## src/rtl/button_event_decoder_pkg.sv

```systemverilog
`default_nettype none
// ============================================================================
// Module      : button_event_decoder_pkg
// Description : Shared state encoding and timing helpers for the button
//               event decoder and its millisecond prescaler.
// Revision    : 1.0 - initial release
// ============================================================================
package button_event_decoder_pkg;

    // Decoder states. ARM waits for a sampled release after reset.
    typedef enum logic [1:0] {
        ARM       = 2'd0,
        IDLE      = 2'd1,
        PRESSED   = 2'd2,
        LONG_HELD = 2'd3
    } state_t;

    localparam int c_HZ_PER_KHZ = 1000;

    // Clock cycles in one millisecond.
    function automatic int ticks_per_ms(input int clock_freq_hz);
        return clock_freq_hz / c_HZ_PER_KHZ;
    endfunction

endpackage
`default_nettype wire

```

## src/rtl/button_event_decoder_if.sv

```systemverilog
`default_nettype none
// ============================================================================
// Module      : button_event_decoder_if
// Description : Button level input and decoded event outputs. The master
//               modport is the decoder; the slave modport is the consumer.
// Revision    : 1.0 - initial release
// ============================================================================
interface button_event_decoder_if #(
    parameter int HELD_MS_WIDTH = 16
);
    logic                     btn_level;
    logic                     press_pulse;
    logic                     release_pulse;
    logic                     click_pulse;
    logic                     long_pulse;
    logic                     repeat_pulse;
    logic                     held;
    logic [HELD_MS_WIDTH-1:0] held_ms;

    modport master (
        input  btn_level,
        output press_pulse, release_pulse, click_pulse, long_pulse,
               repeat_pulse, held, held_ms
    );

    modport slave (
        output btn_level,
        input  press_pulse, release_pulse, click_pulse, long_pulse,
               repeat_pulse, held, held_ms
    );
endinterface
`default_nettype wire

```

## src/rtl/button_event_decoder_ms_tick_gen.sv

```systemverilog
`default_nettype none
// ============================================================================
// Module      : ms_tick_gen
// Description : Free-running prescaler with synchronous clear. o_tick is high
//               for the one cycle in which the counter sits at its last value,
//               so a clear on edge N places the next tick on edge
//               N + TICKS_PER_MS.
// Revision    : 1.0 - initial release
// ============================================================================
module ms_tick_gen #(
    parameter int TICKS_PER_MS = 100_000
) (
    input  wire logic clk,
    input  wire logic reset_n,
    input  wire logic i_clear,
    output logic      o_tick
);
    localparam int              c_CNT_W = (TICKS_PER_MS > 1) ? $clog2(TICKS_PER_MS) : 1;
    localparam logic [c_CNT_W-1:0] c_LAST  = c_CNT_W'(TICKS_PER_MS - 1);

    logic [c_CNT_W-1:0] r_count;

    // Count 0..TICKS_PER_MS-1, wrapping on the last value or restarting on clear.
    always_ff @(posedge clk or negedge reset_n) begin
        if (!reset_n) begin
            r_count <= '0;
        end else if (i_clear || (r_count == c_LAST)) begin
            r_count <= '0;
        end else begin
            r_count <= r_count + c_CNT_W'(1);
        end
    end

    // A clear on the wrap edge restarts the period, so that tick is suppressed.
    assign o_tick = (r_count == c_LAST) && !i_clear;

endmodule
`default_nettype wire

```

## src/rtl/button_event_decoder.sv

```systemverilog
`default_nettype none
// ============================================================================
// Module      : button_event_decoder
// Description : Turns a debounced button level into registered one-cycle
//               press / release / click / long / repeat pulses, plus a held
//               level and a saturating held-time in milliseconds.
// Revision    : 1.0 - initial release
// ============================================================================
module button_event_decoder
    import button_event_decoder_pkg::*;
#(
    parameter int CLOCK_FREQ_HZ = 100_000_000,
    parameter int LONG_PRESS_MS = 1000,
    parameter int REPEAT_MS     = 200,
    parameter int HELD_MS_WIDTH = 16
) (
    input  wire logic              clk,
    input  wire logic              reset_n,
    button_event_decoder_if.master bus
);
    localparam int c_TICKS  = ticks_per_ms(CLOCK_FREQ_HZ);
    localparam int c_LONG_W = $clog2(LONG_PRESS_MS + 1);
    localparam int c_REP_W  = $clog2(REPEAT_MS + 1);

    localparam logic [c_LONG_W-1:0] c_LONG_LAST = c_LONG_W'(LONG_PRESS_MS - 1);
    localparam logic [c_REP_W-1:0]  c_REP_LAST  = c_REP_W'(REPEAT_MS - 1);

    state_t                   r_state, w_state_nxt;
    logic [c_LONG_W-1:0]      r_long_cnt, w_long_cnt_nxt;
    logic [c_REP_W-1:0]       r_rep_cnt, w_rep_cnt_nxt;
    logic [HELD_MS_WIDTH-1:0] r_held_ms, w_held_ms_nxt, w_held_ms_inc;
    logic                     r_press, r_release, r_click, r_long, r_repeat, r_held;
    logic                     w_press, w_release, w_click, w_long, w_repeat, w_held;
    logic                     w_tick, w_tick_clr;
    logic                     w_btn;

    assign w_btn = bus.btn_level;

    ms_tick_gen #(
        .TICKS_PER_MS (c_TICKS)
    ) u_ms_tick_gen (
        .clk     (clk),
        .reset_n (reset_n),
        .i_clear (w_tick_clr),
        .o_tick  (w_tick)
    );

    assign w_held_ms_inc = (&r_held_ms) ? r_held_ms : r_held_ms + HELD_MS_WIDTH'(1);

    // State, counters and every output are registered together.
    always_ff @(posedge clk or negedge reset_n) begin
        if (!reset_n) begin
            r_state    <= ARM;
            r_long_cnt <= '0;
            r_rep_cnt  <= '0;
            r_held_ms  <= '0;
            r_press    <= 1'b0;
            r_release  <= 1'b0;
            r_click    <= 1'b0;
            r_long     <= 1'b0;
            r_repeat   <= 1'b0;
            r_held     <= 1'b0;
        end else begin
            r_state    <= w_state_nxt;
            r_long_cnt <= w_long_cnt_nxt;
            r_rep_cnt  <= w_rep_cnt_nxt;
            r_held_ms  <= w_held_ms_nxt;
            r_press    <= w_press;
            r_release  <= w_release;
            r_click    <= w_click;
            r_long     <= w_long;
            r_repeat   <= w_repeat;
            r_held     <= w_held;
        end
    end

    // Next state and next-cycle pulses; a release always beats a same-edge
    // long threshold or repeat.
    always_comb begin
        w_state_nxt    = r_state;
        w_long_cnt_nxt = r_long_cnt;
        w_rep_cnt_nxt  = r_rep_cnt;
        w_held_ms_nxt  = r_held_ms;
        w_tick_clr     = 1'b0;
        w_press        = 1'b0;
        w_release      = 1'b0;
        w_click        = 1'b0;
        w_long         = 1'b0;
        w_repeat       = 1'b0;

        case (r_state)
            ARM: begin
                if (!w_btn) begin
                    w_state_nxt = IDLE;
                end
            end

            IDLE: begin
                if (w_btn) begin
                    w_state_nxt    = PRESSED;
                    w_press        = 1'b1;
                    w_held_ms_nxt  = '0;
                    w_long_cnt_nxt = '0;
                    w_tick_clr     = 1'b1;
                end
            end

            PRESSED: begin
                if (w_tick) begin
                    w_held_ms_nxt  = w_held_ms_inc;
                    w_long_cnt_nxt = r_long_cnt + c_LONG_W'(1);
                end
                if (!w_btn) begin
                    w_state_nxt = IDLE;
                    w_release   = 1'b1;
                    w_click     = 1'b1;
                end else if (w_tick && (r_long_cnt == c_LONG_LAST)) begin
                    w_state_nxt   = LONG_HELD;
                    w_long        = 1'b1;
                    w_rep_cnt_nxt = '0;
                end
            end

            LONG_HELD: begin
                if (w_tick) begin
                    w_held_ms_nxt = w_held_ms_inc;
                end
                if (!w_btn) begin
                    w_state_nxt = IDLE;
                    w_release   = 1'b1;
                end else if (w_tick) begin
                    if (r_rep_cnt == c_REP_LAST) begin
                        w_repeat      = 1'b1;
                        w_rep_cnt_nxt = '0;
                    end else begin
                        w_rep_cnt_nxt = r_rep_cnt + c_REP_W'(1);
                    end
                end
            end

            default: begin
                w_state_nxt = ARM;
            end
        endcase

        w_held = (w_state_nxt == PRESSED) || (w_state_nxt == LONG_HELD);
    end

    assign bus.press_pulse   = r_press;
    assign bus.release_pulse = r_release;
    assign bus.click_pulse   = r_click;
    assign bus.long_pulse    = r_long;
    assign bus.repeat_pulse  = r_repeat;
    assign bus.held          = r_held;
    assign bus.held_ms       = r_held_ms;

endmodule
`default_nettype wire

```

## src/flat_wrapper.sv

```systemverilog
// flat-port wrapper written by rule: the top's interface ports become plain ports
module button_event_decoder_flat import button_event_decoder_pkg::*;
#(
    parameter int CLOCK_FREQ_HZ = 100_000_000,
    parameter int LONG_PRESS_MS = 1000,
    parameter int REPEAT_MS     = 200,
    parameter int HELD_MS_WIDTH = 16
)
  (clk, reset_n, bus_btn_level, bus_press_pulse, bus_release_pulse, bus_click_pulse, bus_long_pulse, bus_repeat_pulse, bus_held, bus_held_ms);
  button_event_decoder_if #(.HELD_MS_WIDTH(HELD_MS_WIDTH)) bus_i ();
  input  wire logic clk;
  input  wire logic reset_n;
  input wire logic [$bits(bus_i.btn_level)-1:0] bus_btn_level;
  output wire logic [$bits(bus_i.press_pulse)-1:0] bus_press_pulse;
  output wire logic [$bits(bus_i.release_pulse)-1:0] bus_release_pulse;
  output wire logic [$bits(bus_i.click_pulse)-1:0] bus_click_pulse;
  output wire logic [$bits(bus_i.long_pulse)-1:0] bus_long_pulse;
  output wire logic [$bits(bus_i.repeat_pulse)-1:0] bus_repeat_pulse;
  output wire logic [$bits(bus_i.held)-1:0] bus_held;
  output wire logic [$bits(bus_i.held_ms)-1:0] bus_held_ms;
  assign bus_i.btn_level = bus_btn_level;
  assign bus_press_pulse = bus_i.press_pulse;
  assign bus_release_pulse = bus_i.release_pulse;
  assign bus_click_pulse = bus_i.click_pulse;
  assign bus_long_pulse = bus_i.long_pulse;
  assign bus_repeat_pulse = bus_i.repeat_pulse;
  assign bus_held = bus_i.held;
  assign bus_held_ms = bus_i.held_ms;
  button_event_decoder #(.CLOCK_FREQ_HZ(CLOCK_FREQ_HZ), .LONG_PRESS_MS(LONG_PRESS_MS), .REPEAT_MS(REPEAT_MS), .HELD_MS_WIDTH(HELD_MS_WIDTH)) u_core (.clk(clk), .reset_n(reset_n), .bus(bus_i));
endmodule
```

## config.mk

```make
export PLATFORM = sky130hd
export DESIGN_NAME = button_event_decoder_flat
export DESIGN_NICKNAME = d
export VERILOG_FILES = /design/src/rtl/button_event_decoder_pkg.sv /design/src/rtl/button_event_decoder_if.sv /design/src/rtl/button_event_decoder_ms_tick_gen.sv /design/src/rtl/button_event_decoder.sv /design/src/flat_wrapper.sv
export SDC_FILE = /design/constraint.sdc
export NUM_CORES = 1
export LEC_CHECK = 0
export CAP_MARGIN = 20
export CORE_MARGIN = 2
export CORE_UTILIZATION = 40
export CTS_CLUSTER_DIAMETER = 50
export DETAILED_ROUTE_END_ITERATION = 8
export DONT_BUFFER_PORTS = 1
export GPL_ROUTABILITY_DRIVEN = 0
export GPL_TIMING_DRIVEN = 0
export PLACE_DENSITY = 0.54
export SLEW_MARGIN = 20
export SYNTH_ARGS = -nofsm -noshare
export SYNTH_HDL_FRONTEND = slang
export SYNTH_SLANG_ARGS = --single-unit
```

## constraint.sdc

```tcl
create_clock -name clk -period 2.17 [get_ports clk]
set_input_delay 0.217 -clock clk [delete_from_list [all_inputs] [get_ports clk]]
set_output_delay 0.217 -clock clk [all_outputs]
set_load 0.02 [all_outputs]
```

==> reports/results.ini <==
[outcome]
status = complete, but fails checks
violations = setup timing

[power_and_ir_drop]
power_mw = 2.92
power.density_nw_per_um2 = 782
p_comb_share_pct = 18.3
p_sw_mw = 0.977
p_clk_share_pct = 33.9
leakage_nw = 1.54
ir_worst_vdd_mv = 0.496
power_frac_seq_pct = 47.8
switching_share_pct = 33.4
p_int_mw = 1.94

[floorplanning]
fp.dieW_um = 91.8
die_h_um = 91.8
die-area_um2 = 8420
start_util_pct = 41.8
core_region_area_um2 = 7370
ioPinCount = 25
row_count = 31

[route]
drt_iter0_drc = 134
routed_wirelength_mm = 7.06
via_per_inst = 5.54
dr.max_layer_used = met4
met3WireLength_um = 291
drc = 0
wl_met2_mm = 3.26
drt-met1-wl_mm = 3.41
firstDrtPassIters = 4
routedWlPerCell_um = 15.8
vias = 2469
ant_nets = 0

[flow_run]
maxCapViolCount = 0

[timing]
setup_tns_ps = -1100
rsz0062_at_grt = true
finalCriticalPeriod_ps = 2310
drv_slew = 0
clock_skew_ps = 6.92
slew_headroom_pct = 55.9
worst_pin_slew_ps = 660
post-route-period-util_pct = 106
setup_viol = 17
fmax_mhz = 433
hold_viol = 0
worst_slack_ps = -137
hold_ws_ps = 295

[synth]
syn_area_per_cell_um2 = 9.72
yosysMostFrequentCell = dfrtp_1
yosys.area.top_type_share_pct = 47.9
synth_cell_type_count = 43
seq_area_frac_synth_pct = 47.9
syn-cell-area_um2 = 3080
ys_warn_count = 0
synthArstFlopShare_pct = 100
synth_area_leaders = dfrtp_1, xor2_1, nand3_1
synth-main-ff-cell = dfrtp_1
yosysTopAreaCell = dfrtp_1
syn-num-nets = 328
synth-edff-count = 0
ys_ff_latch = 59
syn_inst = 317
synthTopCellsByCount = dfrtp_1, nor2_1, nand3_1, o21ai_0, nand2_1

[place]
dp_slack_ps = -432
io_buffers = 0
dpl.hpwl_mm = 4.41

[worst_setup_path]
critPathRequiredTime_ps = 2430
cp_max_fo = 5
critPathArrivalTime_ps = 2570
critPathLaunchType = register
cp-end-kind = register
critPathKind = register to register

[final_layout]
drive_gt1_share_pct = 22.5
antennaDiodeCount = 0
nNetsFinal = 353
syn_to_final_growth_pct = 21.2
fillCellCount = 686

[global_route]
antenna_found_initial = 0
grt_max_degree = 60
grt.total_usage_pct = 17.8
grt_first_pass_wirelength_mm = 12.0
grt_pass1_vias = 2461
grt_overflow = 0

[clocking]
clockBufferDepth = 2
clk_latency_ps = 350
cts.htree.levels = 3
cts_tree = yes
cts.clk_slew.worst_paths_ps = 70
cts_buffers = 9
cts.sinks = 59
cts-root-buf = clkbuf_8

[worst_hold_path]
hp-class = input port to register

==> stage by stage <==
stage               utilization [%]  cell area, um2  cells
floorplan                         -            3080    317
global placement               43.5            3210    416
detailed placement             43.5            3210    416
CTS                            48.8            3600    445
global route                   50.7            3730    446
finish                         50.7            3730    446
==> final cells by class <==
cell class / count / area [um2] / area share [%]
Multi-Input combinational cell: 237 / 1680 / 45.1
Sequential cell: 59 / 1480 / 39.7
Timing Repair Buffer: 16 / 148 / 3.95
Clock buffer: 9 / 124 / 3.32
Tap cell: 99 / 124 / 3.32
Clock inverter: 7 / 68.8 / 1.84
Buffer: 8 / 62.6 / 1.68
Inverter: 11 / 41.3 / 1.11
==> power by group through the flow <==
stage               clock network (mW)  registers, mW  logic [mW]
floorplan                            0           1.37       0.375
global placement                     0           1.40       0.470
detailed placement                   0           1.41       0.473
CTS                               1.01           1.39       0.519
global route                      1.07           1.41       0.607
finish                           0.990           1.39       0.535
==> repair_timing <==
item                                   4_1_cts  5_1_grt
hold buffers                                 2        0
setup endpoints to repair                   40       38
setup buffers                               11        2
gates resized for setup                     22       34
endpoints found under the hold margin       59        0
pin swaps                                   12        4
gates cloned                                 1        0
==> per-layer routing <==
layer | vias to the layer above | global-route usage, %
met4 | 0 | 7.46
li1 | 1220 | -
met1 | 1198 | 23.8
met5 | - | 0
met2 | 41 | 27.5
met3 | 10 | 4.52
==> cell usage in the layout, fill, tap and decap left out, types with 4 or more instances in the layout <==
master | Yosys | routed
a21oi_1 | 17 | 12
a21oi_2 | 0 | 5
and2_1 | 5 | 4
and3_1 | 5 | 4
buf_4 | 0 | 11
buf_6 | 1 | 4
clkbuf_8 | 0 | 10
dfrtp_1 | 59 | 55
dfrtp_2 | 0 | 4
ha_1 | 8 | 7
inv_1 | 11 | 11
nand2_1 | 18 | 18
nand3_1 | 22 | 21
nand4_1 | 14 | 14
nor2_1 | 29 | 28
nor2b_1 | 4 | 4
nor3_1 | 5 | 4
o21ai_0 | 22 | 15
o21ai_1 | 0 | 5
o31ai_1 | 10 | 7
or3_1 | 10 | 10
or4_1 | 7 | 5
or4b_4 | 2 | 4
xnor2_1 | 6 | 6
xor2_1 | 13 | 13
==> flip-flops by register name, summed over array words and instances, names as in the netlist <==
name                          flops
u_core.bus.click_pulse            1
u_core.bus.held                   1
u_core.bus.repeat_pulse           1
u_core.bus.release_pulse          1
u_core.r_long_cnt                10
u_core.r_rep_cnt                  8
u_core.u_ms_tick_gen.r_count     17
u_core.bus.held_ms               16
u_core.bus.press_pulse            1
u_core.r_state                    2
u_core.bus.long_pulse             1
==> critical path, cell delays in order, from the launching register on <==
cell and delay (ps):
dfrtp_1 400, or4b_4 570, nor3_4 290, nand4b_4 170
buf_6 160, or4b_1 490, a21oi_2 140
==> path summary, 6_finish.rpt <==
path                                                        from                               to  slack (ps)  cells after the start
worst max-delay path            u_core.u_ms_tick_gen.r_count[11]           u_core.bus.held_ms[15]        -140                      6
worst min register to register   u_core.u_ms_tick_gen.r_count[0]  u_core.u_ms_tick_gen.r_count[0]         520                      1
max in group asynchronous                                reset_n           u_core.bus.held_ms[11]        1480                      2
worst max register to register  u_core.u_ms_tick_gen.r_count[11]           u_core.bus.held_ms[15]        -140                      6
worst min-delay path                               bus_btn_level           u_core.bus.click_pulse         300                      2
min in group asynchronous                                reset_n            u_core.bus.held_ms[7]         420                      2
==> cell families after synthesis <==
kind of cell,count (synthesis),share of synthesized area (%)
adder cells (fa/ha/maj),8,3.25
AND/OR/NAND/NOR,145,27.3
multiplexers,1,0.366
AO/OA/AOI/OAI,64,12.9
buffers and inverters,21,2.80
XOR/XNOR,19,5.40
flip-flops,59,47.9
(Power assumes the default switching activity.)
